==> src/rtl/seven_seg_scan_ctrl.sv <==
// Multiplexed 7-seg scanner: one registered stage from scan state to pins; single-entry input buffer, din_ready low while full.
// Optional leading-zero blanking under SEVEN_SEG_LZB_EN; the pending value is swapped into the display only at frame boundaries.
package seven_seg_pkg;
    typedef logic [6:0] seven_seg_t;    // {g,f,e,d,c,b,a}, active-high
endpackage

module seven_seg (
    input  logic [3:0]                hex,
    output seven_seg_pkg::seven_seg_t seg
);
    always_comb begin
        seg = '0;
        case (hex)
            4'h0: seg = 7'h3F;
            4'h1: seg = 7'h06;
            4'h2: seg = 7'h5B;
            4'h3: seg = 7'h4F;
            4'h4: seg = 7'h66;
            4'h5: seg = 7'h6D;
            4'h6: seg = 7'h7D;
            4'h7: seg = 7'h07;
            4'h8: seg = 7'h7F;
            4'h9: seg = 7'h6F;
            4'hA: seg = 7'h77;
            4'hB: seg = 7'h7C;
            4'hC: seg = 7'h39;
            4'hD: seg = 7'h5E;
            4'hE: seg = 7'h79;
            4'hF: seg = 7'h71;
            default: seg = '0;
        endcase
    end
endmodule

module seven_seg_scan_ctrl #(
    parameter int DIGIT_COUNT  = 4,
    parameter int DWELL_CYCLES = 1000,
    parameter int BLANK_CYCLES = 16
) (
    input  logic                       clk,
    input  logic                       rst_n,
    input  logic [4*DIGIT_COUNT-1:0]   din,
    input  logic                       din_valid,
    output logic                       din_ready,
    output seven_seg_pkg::seven_seg_t  dout,
    output logic [DIGIT_COUNT-1:0]     digit_en,
    output logic                       frame_done
);
    localparam int CNT_MAX = (DWELL_CYCLES > BLANK_CYCLES) ? DWELL_CYCLES : BLANK_CYCLES;
    localparam int CNT_W   = $clog2(CNT_MAX + 1);
    localparam int IDX_W   = (DIGIT_COUNT > 1) ? $clog2(DIGIT_COUNT) : 1;
    localparam logic [CNT_W-1:0] DWELL_LAST = CNT_W'(DWELL_CYCLES - 1);
    localparam logic [CNT_W-1:0] BLANK_LAST = CNT_W'((BLANK_CYCLES > 0) ? BLANK_CYCLES - 1 : 0);
    localparam logic [IDX_W-1:0] IDX_LAST   = IDX_W'(DIGIT_COUNT - 1);
    localparam bit               NO_BLANK   = (BLANK_CYCLES == 0);

    typedef enum logic {BLANK, SHOW} state_t;

    state_t                     state, state_nxt;
    logic [CNT_W-1:0]           cnt, cnt_nxt;
    logic [IDX_W-1:0]           digit_idx, idx_nxt;
    logic [4*DIGIT_COUNT-1:0]   pending, active;
    logic                       pending_full;
    logic                       wrap, show, lz_blank;
    logic [3:0]                 nibble;
    logic [DIGIT_COUNT-1:0]     digit_sel;
    seven_seg_pkg::seven_seg_t  seg;

    assign din_ready = !pending_full;

    // With no blanking gap the reset BLANK state already behaves as SHOW.
    always_comb begin
        state_nxt = state;
        cnt_nxt   = cnt + 1'b1;
        idx_nxt   = digit_idx;
        wrap      = 1'b0;
        show      = (state == SHOW) || NO_BLANK;
        if (show) begin
            if (cnt == DWELL_LAST) begin
                cnt_nxt   = '0;
                wrap      = (digit_idx == IDX_LAST);
                idx_nxt   = wrap ? '0 : digit_idx + 1'b1;
                state_nxt = NO_BLANK ? SHOW : BLANK;
            end
        end else if (cnt == BLANK_LAST) begin
            cnt_nxt   = '0;
            state_nxt = SHOW;
        end
    end

    always_ff @(posedge clk or negedge rst_n) begin
        if (!rst_n) begin
            state     <= BLANK;
            cnt       <= '0;
            digit_idx <= '0;
        end else begin
            state     <= state_nxt;
            cnt       <= cnt_nxt;
            digit_idx <= idx_nxt;
        end
    end

    always_ff @(posedge clk or negedge rst_n) begin
        if (!rst_n) begin
            pending      <= '0;
            pending_full <= 1'b0;
            active       <= '0;
        end else if (wrap && pending_full) begin
            active       <= pending;
            pending_full <= 1'b0;
        end else if (din_valid && !pending_full) begin
            pending      <= din;
            pending_full <= 1'b1;
        end
    end

    assign nibble = active[4*digit_idx +: 4];

    seven_seg u_dec (
        .hex (nibble),
        .seg (seg)
    );

    always_comb begin
        digit_sel = '0;
        for (int i = 0; i < DIGIT_COUNT; i++) begin
            digit_sel[i] = show && (digit_idx == IDX_W'(i));
        end
`ifdef SEVEN_SEG_LZB_EN
        lz_blank = (digit_idx != '0) && ((active >> (4*digit_idx)) == '0);
`else
        lz_blank = 1'b0;
`endif
    end

    always_ff @(posedge clk or negedge rst_n) begin
        if (!rst_n) begin
            dout       <= '0;
            digit_en   <= '0;
            frame_done <= 1'b0;
        end else begin
            dout       <= (show && !lz_blank) ? seg : '0;
            digit_en   <= digit_sel;
            frame_done <= wrap;
        end
    end
endmodule

==> config.mk <==
export PLATFORM = sky130hd
export DESIGN_NAME = seven_seg_scan_ctrl
export DESIGN_NICKNAME = d
export VERILOG_FILES = /design/src/rtl/seven_seg_scan_ctrl.sv
export SDC_FILE = /design/constraint.sdc
export NUM_CORES = 1
export LEC_CHECK = 0
export ABC_AREA = 1
export CORE_MARGIN = 5
export CORE_UTILIZATION = 40
export CTS_CLUSTER_DIAMETER = 40
export DETAILED_ROUTE_END_ITERATION = 8
export PLACE_DENSITY = 0.66
export SYNTH_ARGS = -nofsm -noshare
export SYNTH_HDL_FRONTEND = slang
export SYNTH_HIERARCHICAL = 1
export SYNTH_SLANG_ARGS = --single-unit
==> constraint.sdc <==
create_clock -name clk -period 5.5 [get_ports clk]
set_input_delay 0.55 -clock clk [delete_from_list [all_inputs] [get_ports clk]]
set_output_delay 0.55 -clock clk [all_outputs]
set_load 0.01 [all_outputs]
==> impl_results.md, run 1 <==
* Max-slew headroom at 0.498
* Final nets at 375
* CORE AREA at 6830 µm²
* Post-CTS Hold Buffers at 0
* FF+latch count, synth at 58
* Clk_lat worst skew at 340 ps
* Area after DPL at 3180 µm²
* FMAX at 431 MHz
* CTS tree: done
* Drt first-iter violations at 109
* Final worst-path cycle share at 0.421
* Global route hottest layer: met2
* Die W at 93.8 µm
* Drt wl/cell at 12.1 µm
* First-pass GRT wire length at 9870 µm
* Syn_area_per_cell at 9.03 µm²
* IO Count at 32
* # clock sinks at 58
* Clk buf depth at 2
* Clock transition at the registers of the reported paths at 60 ps
* Grt total ovfl at 0
* WL final at 5370 µm
* CP Buf/Inv Count at 3
* Crit-path max cell delay at 550 ps
* CP endpoint kind: register
* Crit path max fanout at 12
* VDD IR max at 0.170 mV
* Post-CTS Setup Bufs at 0
* Hpwl dp at 3710 µm
* Setup Skew at 11.3 ps
* Setup CP Type: register to register
* Pwr dens at 258 nW/µm²
* Most frequent cells in the layout: nand2_1 (89), dfrtp_1 (58), nor2_1 (33), clkdlybuf4s50_1 (30), inv_1 (28)
* Worst EP required at 5720 ps
* Worst path slowest cell: dfrtp_1
* ANT cells at 0
* Cells after Synth at 311
* Tmin final at 2320 ps
* Syn nets at 342
* Root Buffer: clkbuf_8
* Status: finished, final reports clean
* Largest net degree at the start of global routing at 59
* CTS resizes at 0
* Total die area at 8790 µm²
* WP depth at 11
* Setup TNS at 0 ps
* Initial Util at 0.411
* DR pass1 iterations at 4
* Startpoint Class: register
* Hold WC Path Type: primary input to async pin
* DRC viols at 0
* ANT nets after route at 0
* P_leak at 0.00169 µW
* Vias in the first global route at 2,159
* RSZ-0062 raised after global routing: no
* Share of layout cells above drive strength 1 at 0.123
* R2R cell count at 11
* CP arrival at 2540 ps
* Most used cell, CP: nand2_1
* Max-Cap Viols at 0
* H-tree depth at 3
* DR vias at 2,102
* Layout area overhead at 20.6%
* Initial antenna violation count at 0
* Endpoints failing setup at 0
* Max-slew violations at 0
* Rows at 30
* Crit path cell chain: clkinv_1 -> o21ai_0 -> o22ai_1 -> inv_1 -> ha_1 -> nand2_1 -> o21ai_0 -> nand2_1 -> nand2_1 -> nand2_1 -> inv_1
* Synth warn at 6
* Total CTS buffers at 9
* Number of distinct library cells after synthesis at 25
* Via density at 4.72
* Crit-path leading delay family: buffers and inverters
* GR Util All Layers at 0.142
* Die Ht at 93.8 µm
* Gp weighted congestion at 0.874
* Grt met1 use at 0.179
* Post-Synthesis Cell Area at 2810 µm²
* Worst slew pin tran at 753 ps
* Seq/Total Area, Yosys at 0.517
* Commonest non-fill, non-tap cell in the layout: nand2_1
* Final Hold Fails at 0
* Finished Cell Area at 3390 µm²
* Met2 Usage GRT at 0.225
* I/O Buffers at 31
* Met3 Use GR at 0.0441
layer usage:
layer  vias to the layer above  wire, µm
met5                         -         0
met4                         0        70
met3                         6       290
met2                        63      2540
met1                       962      2460
li1                       1071         -
where the power goes:
group,internal (µW),switching [µW],total (µW)
registers,437,5.20,442
clock network,233,168,401
logic,18.2,11.3,29.5
final cells by class:
type / count / area (µm²)
timing repair buffer: 32 / 313
sequential: 58 / 1450
clock inverter: 4 / 50.0
tap: 96 / 120
fill: 687 / 3440
clock buffer: 12 / 155
multi-input combinational: 209 / 1170
inverter: 34 / 129
path summary, 6_finish.rpt:
path | from | slack [ps] | end
min in group clk | active[6] | 480 | active[6]
hold reg to reg | active[6] | 480 | active[6]
setup / recovery | digit_idx[0] | 3180 | dout[3]
hold / removal | rst_n | 340 | pending[11]
max in group asynchronous | rst_n | 4680 | dout[4]
setup reg to reg | digit_idx[0] | 3180 | dout[3]
cell usage after synthesis, drive strengths merged:
master,instances,area share
nand2,91,0.12
dfrtp,58,0.52
nor2,34,0.051
inv,31,0.041
nand4,19,0.042
mux2,16,0.064
nand3,13,0.032
ha,12,0.053
o21ai,12,0.021
buf,8,0.018
o22ai,4,0.0089
a21oi,3,0.0053
clkinv,3,0.0045
clkbuf,2,0.0027
nor3,2,0.0036
nand3b,1,0.0040
xnor2,1,0.0031
xor2,1,0.0031
through the flow:
| step | power (µW) | hold WS, ps | utilization | std cells | setup WS [ps] |
|---|---|---|---|---|---|
| floorplan | 457 | 254 | - | 311 | 3610 |
| global placement | 480 | 464 | 0.466 | 429 | 3460 |
| detailed placement | 481 | 466 | 0.466 | 429 | 3230 |
| CTS | 886 | 366 | 0.496 | 445 | 3190 |
| global route | 907 | 428 | 0.496 | 445 | 2930 |
| finish | 872 | 336 | 0.496 | 445 | 3180 |
registers in the layout (all words and copies together) (netlist names):
name,count
active,16
pending,16
cnt,10
dout,7
digit_en,4
digit_idx,2
frame_done,1
pending_full,1
show,1
logic make-up after synthesis:
kind of cell,Yosys count,synth area share
compound gates,19,0.0356
simple gates,160,0.257
xor+xnor,2,0.00624
buf+inv,44,0.0668
flops,58,0.517
fa+ha+maj,12,0.0535
mux,16,0.0642
Note: power is estimated with default switching activity, not from simulation.
==> run 2: changes to the inputs <==
==> constraint.sdc (replaced) <==
create_clock -name clk -period 2.17 [get_ports clk]
set_input_delay 0.217 -clock clk [delete_from_list [all_inputs] [get_ports clk]]
set_output_delay 0.217 -clock clk [all_outputs]
set_load 0.01 [all_outputs]
==> run 2 against run 1 <==
Flip-flop and latch count unchanged. Register-to-register slack got worse by 3000 ps. Clock power increased to 3.1 times the previous value. Clock skew decreased by 2.2 ps. Critical path type unchanged. Largest power group is now the clock network. Highest routed layer unchanged.
==> impl_results.md, run 2 (same netlist as run 1, synthesis figures left out) <==
* DR vias at 2,091
* Setup CP Type: register to register
* Area after DPL at 3230 µm²
* Setup slack, reg-to-reg at 210 ps
* FMAX at 511 MHz
* Finished Cell Area at 3510 µm²
* I/O Buffers at 31
* Vias in the first global route at 2,174
* VDD IR max at 0.480 mV
* Largest net degree at the start of global routing at 27
* Most frequent cells in the layout: nand2_1 (89), dfrtp_1 (58), nor2_1 (33), clkdlybuf4s50_1 (30), inv_1 (28)
* Max-slew headroom at 0.605
* Worst path slowest cell: dfrtp_1
* R2R cell count at 11
* CP arrival at 2190 ps
* H-tree depth at 3
* Hold_ws at 394 ps
* Gp weighted congestion at 0.893
* Rows at 30
* Most used cell, CP: nand2_1
* Initial Util at 0.411
* Hold WC Path Type: primary input to async pin
* Tot Pwr at 2440 µW
* Total CTS buffers at 9
* Fillers at 662
* Die Ht at 93.8 µm
* Max-slew violations at 0
* Worst EP required at 2400 ps
* CP endpoint kind: register
* Crit-path max cell delay at 430 ps
* Initial antenna violation count at 0
* Comb power frac at 0.032
* Clock Power Share at 0.510
* Endpoints failing setup at 0
* Clock transition at the registers of the reported paths at 80 ps
* CTS tree: done
* Via density at 4.62
* DR pass1 iterations at 4
* Crit path cell chain: clkinv_1 -> o21ai_0 -> o22ai_2 -> inv_1 -> ha_1 -> nand2_1 -> o21ai_0 -> nand2_1 -> nand2_1 -> nand2_1 -> inv_1
* DRC viols at 0
* CORE AREA at 6830 µm²
* Clk_lat worst skew at 350 ps
* Tmin final at 1960 ps
* Final worst-path cycle share at 0.901
* ANT cells at 0
* Crit path max fanout at 7
* Reg power frac at 0.459
* P_leak at 0.00176 µW
* Die W at 93.8 µm
* # clock sinks at 58
* Reg-to-reg startpoint: digit_idx[0]
* Sw Pwr at 515 µW
* Root Buffer: clkbuf_8
* Drt wl/cell at 11.6 µm
* GR Util All Layers at 0.140
* Top Registers: active x16, pending x16, cnt x10
* Drt first-iter violations at 46
* Layout area overhead at 24.9%
* Final nets at 383
* First-pass GRT wire length at 9640 µm
* Commonest non-fill, non-tap cell in the layout: nand2_1
* Total die area at 8790 µm²
* Status: finished, final reports clean
* FF-to-FF End: dout[3]
* IO Count at 32
* Pre-CTS setup slack at 152 ps
* Setup TNS at 0 ps
* Final Hold Fails at 0
* Pwr dens at 697 nW/µm²
* Clk buf depth at 2
* ANT nets after route at 0
* Grt total ovfl at 0
* Sw frac at 0.211
* Area of the multi-input gates at 1180 µm²
* Pint at 1930 µW
* Startpoint Class: register
* Final setup margin at 215 ps
* WL final at 5260 µm
* Setup Skew at 9.11 ps
* Max-Cap Viols at 0
* Hpwl dp at 3900 µm
* Share of layout cells above drive strength 1 at 0.148
* Worst slew pin tran at 593 ps
* FF/Latch Area at 1450 µm²
-- run 2: worst max-delay path by stage --
stage | cells after the start | slack (ps) | startpoint | to
6_report | 11 | 210 | digit_idx[0] | dout[3]
5_1_grt | 11 | -30 | digit_idx[0] | dout[3]
4_1_cts | 11 | 120 | digit_idx[1] | dout[3]
3_5_place_dp | 11 | 150 | digit_idx[1] | dout[3]
3_3_place_gp | 11 | 250 | digit_idx[1] | dout[3]
2_1_floorplan | 12 | 280 | digit_idx[0] | dout[3]
-- run 2: through the flow --
step / instances / utilization
finish: 453 / 0.513
global placement: 436 / 0.473
detailed placement: 436 / 0.473
floorplan: 311 / -
CTS: 453 / 0.511
global route: 453 / 0.513
-- run 2: metal layers --
metal	wire (µm)	global-route usage	part of all wire	vias to the layer above
li1	-	-	-	1093
met1	2440	0.159	0.46	957
met2	2520	0.237	0.48	36
met3	242	0.0577	0.046	5
met4	65	0.0457	0.012	0
met5	0	0	0	-
-- run 2: final cells by class --
class	count	area share
multi-input combinational	209	0.337
clock buffer	9	0.0353
clock inverter	7	0.0357
timing repair buffer	40	0.107
sequential	58	0.414
inverter	34	0.0368
tap	96	0.0343
-- run 2: critical path, delay by kind of cell (launching register included) --
family                     cells  cell delay, ps
buffers and inverters          3             390
AOI/OAI and AO/OA              3             520
DFF                            1             430
and+or+nand+nor                4             260
adders and majority gates      1             250
-- run 2: power by group through the flow --
stage	combinational [µW]	clock, µW	sequential [µW]
floorplan	22.1	0	1140
global placement	78.0	0	1140
detailed placement	79.8	0	1140
CTS	81.2	1290	1120
global route	89.7	1330	1120
finish	77.9	1250	1120
-- run 2: repair_timing --
| action | 4_1_cts | 5_1_grt |
|---|---|---|
| hold endpoints to repair | 24 | 0 |
| gates resized for setup | 0 | 2 |
| hold buffers | 1 | 0 |
| setup buffers | 0 | 0 |
| setup endpoints to repair | 0 | 3 |
==> run 3: changes to the inputs <==
--- a/config.mk
+++ b/config.mk
@@ -10,8 +10,6 @@
 export CORE_UTILIZATION = 40
 export CTS_CLUSTER_DIAMETER = 40
 export DETAILED_ROUTE_END_ITERATION = 8
-export PLACE_DENSITY = 0.66
 export SYNTH_ARGS = -nofsm -noshare
 export SYNTH_HDL_FRONTEND = slang
-export SYNTH_HIERARCHICAL = 1
 export SYNTH_SLANG_ARGS = --single-unit
==> run 3 against run 2 <==
Sequential share of layout area increased by 0.43 points. Clock skew decreased by 1.5 ps. Clock power decreased by 19%. Critical path type unchanged. Largest power group is now registers.
==> impl_results.md, run 3 <==
* Status: finished, final reports clean
* Area after DPL at 3260 µm²
* DRC viols at 0
* CORE AREA at 6870 µm²
* Clock transition at the registers of the reported paths at 70 ps
* Drt wl/cell at 12.2 µm
* Tmin final at 1820 ps
* Die W at 94.6 µm
* Largest cells by area after synthesis: dfrtp_1 (51%), nand2_1 (10%), mux2_2 (6.3%)
* Post-Synthesis Cell Area at 2860 µm²
* Initial antenna violation count at 0
* Async set-reset flop share out of synthesis at 1.00
* Post-synth top area cell: dfrtp_1
* Final Hold Fails at 0
* Initial Util at 0.417
* CTS resizes at 0
* Max-slew headroom at 0.666
* IO Count at 32
* H-tree depth at 3
* Number of distinct library cells after synthesis at 28
* GR Util All Layers at 0.140
* DR vias at 2,133
* Sw Pwr at 512 µW
* Final worst-path cycle share at 0.840
* Seq/Total Area, Yosys at 0.507
* I/O Buffers at 31
* Clk_lat worst skew at 350 ps
* Root Buffer: clkbuf_8
* Final nets at 376
* CP endpoint kind: register
* FF+latch count, synth at 58
* Syn nets at 339
* Largest net degree at the start of global routing at 59
* WL final at 5450 µm
* First-pass GRT wire length at 9720 µm
* Endpoints failing setup at 0
* ANT cells at 0
* Hpwl dp at 3820 µm
* Max-slew violations at 0
* Cells after Synth at 309
* CP arrival at 2100 ps
* Rows at 30
* Vias in the first global route at 2,094
* Drt first-iter violations at 104
* Reg power frac at 0.508
* Top_reg_cell synth: dfrtp_1
* Startpoint Class: register
* Synth warn at 0
* # clock sinks at 58
* Die Ht at 94.6 µm
* Fillers at 652
* Gp weighted congestion at 0.856
* Total die area at 8950 µm²
* Via density at 4.77
* Sw frac at 0.232
* Clock Power Share at 0.456
* Setup TNS at 0 ps
* Worst slew pin tran at 501 ps
* Pint at 1690 µW
* Max-Cap Viols at 0
* Grt total ovfl at 0
* FMAX at 549 MHz
* Most frequent cells in the layout: nand2_1 (76), dfrtp_1 (58), clkdlybuf4s50_1 (30), nor2_1 (29), nand3_1 (27)
* P_leak at 0.00168 µW
* Crit path max fanout at 13
* VDD IR max at 0.339 mV
* Post-synth EDFFs at 0
* CTS tree: done
* Clk buf depth at 2
* Syn_area_per_cell at 9.26 µm²
* DR pass1 iterations at 4
* Commonest non-fill, non-tap cell in the layout: nand2_1
* Worst EP required at 2450 ps
* Top Registers: active x16, pending x16, cnt x10
* Share of layout cells above drive strength 1 at 0.162
* Layout area overhead at 21.3%
* Synth top area share at 0.507
* Finished Cell Area at 3470 µm²
* Cell with the most instances after synthesis: nand2_1
* ANT nets after route at 0
* Hold WC Path Type: primary input to async pin
* Total CTS buffers at 9
* Comb power frac at 0.036
* Pwr dens at 636 nW/µm²
* Commonest cells post-synth: nand2_1 (76), dfrtp_1 (58), nor2_1 (29)
* RSZ-0062 raised after global routing: no
* Setup CP Type: register to register
* Setup Skew at 7.62 ps
-- run 3: what timing repair did --
| action | CTS | global route |
|---|---|---|
| endpoints found under the hold margin | 58 | 0 |
| hold buffers | 1 | 0 |
| buffers inserted | 0 | 0 |
| endpoints found under the setup margin | 0 | 0 |
-- run 3: final cells by class --
type,count,area (µm²),share of cell area
clock inverters,7,78.8,0.0227
repair buffers,36,358,0.103
well taps,96,120,0.0346
flip-flops and latches,58,1450,0.418
clock buffers,9,124,0.0357
multi-input cells,215,1240,0.357
inverters,26,100,0.0288
-- run 3: logic make-up after synthesis --
logic type / after synthesis / share of synthesized area
DFF: 58 / 0.507
xor gates and xnor gates: 3 / 0.00918
adders and majority gates: 11 / 0.0481
muxes: 16 / 0.0630
AOI/OAI and AO/OA: 14 / 0.0245
buffers and inverters: 36 / 0.0603
and+or+nand+nor: 171 / 0.288
-- run 3: through the flow --
step	std cells	util	worst slack, ps	hold WS, ps	total power, µW
2_1_floorplan	309	-	553	-78.6	1160
3_3_place_gp	430	0.474	443	245	1220
3_5_place_dp	430	0.474	363	249	1220
4_1_cts	447	0.505	351	407	2240
5_1_grt	447	0.505	111	452	2300
6_report	447	0.505	348	402	2210
-- run 3: metal layers --
metal	part of all wire	up-vias	track usage	routed length [µm]
met4	0.022	0	0.0745	118
met5	0	-	0	0
met3	0.047	10	0.0406	257
li1	-	1084	-	-
met2	0.44	51	0.204	2380
met1	0.50	988	0.187	2700
-- run 3: power by group through the flow --
stage                     clock, µW  combinational, µW  sequential [µW]
final                          1010               79.4             1120
after global routing           1090               89.3             1120
after CTS                      1040               82.6             1120
after detailed placement          0               81.3             1140
after global placement            0               79.9             1140
after floorplan                   0               22.1             1140
-- run 3: path summary, 6_finish.rpt --
path                         startpoint      endpoint  slack [ps]  depth (start not counted)
min reg2reg                   active[6]     active[6]         480                          2
max in group asynchronous         rst_n   digit_en[0]        1520                          3
max reg2reg                digit_idx[0]       dout[3]         350                         11
min                               rst_n    pending[3]         400                          3
min in group clk              din_valid  pending_full         450                          3
max                        digit_idx[0]       dout[3]         350                         11
-- run 3: worst max-delay path, stage by stage, from the launching register on --
cell and delay, ps:
dfrtp_1 580, inv_4 130, nand2_1 80, nand3_1 60, nand2_1 210, inv_1 100, ha_1 260, inv_1 70
nand2_1 60, nand3_1 70, nand2_1 50, nor2_1 100
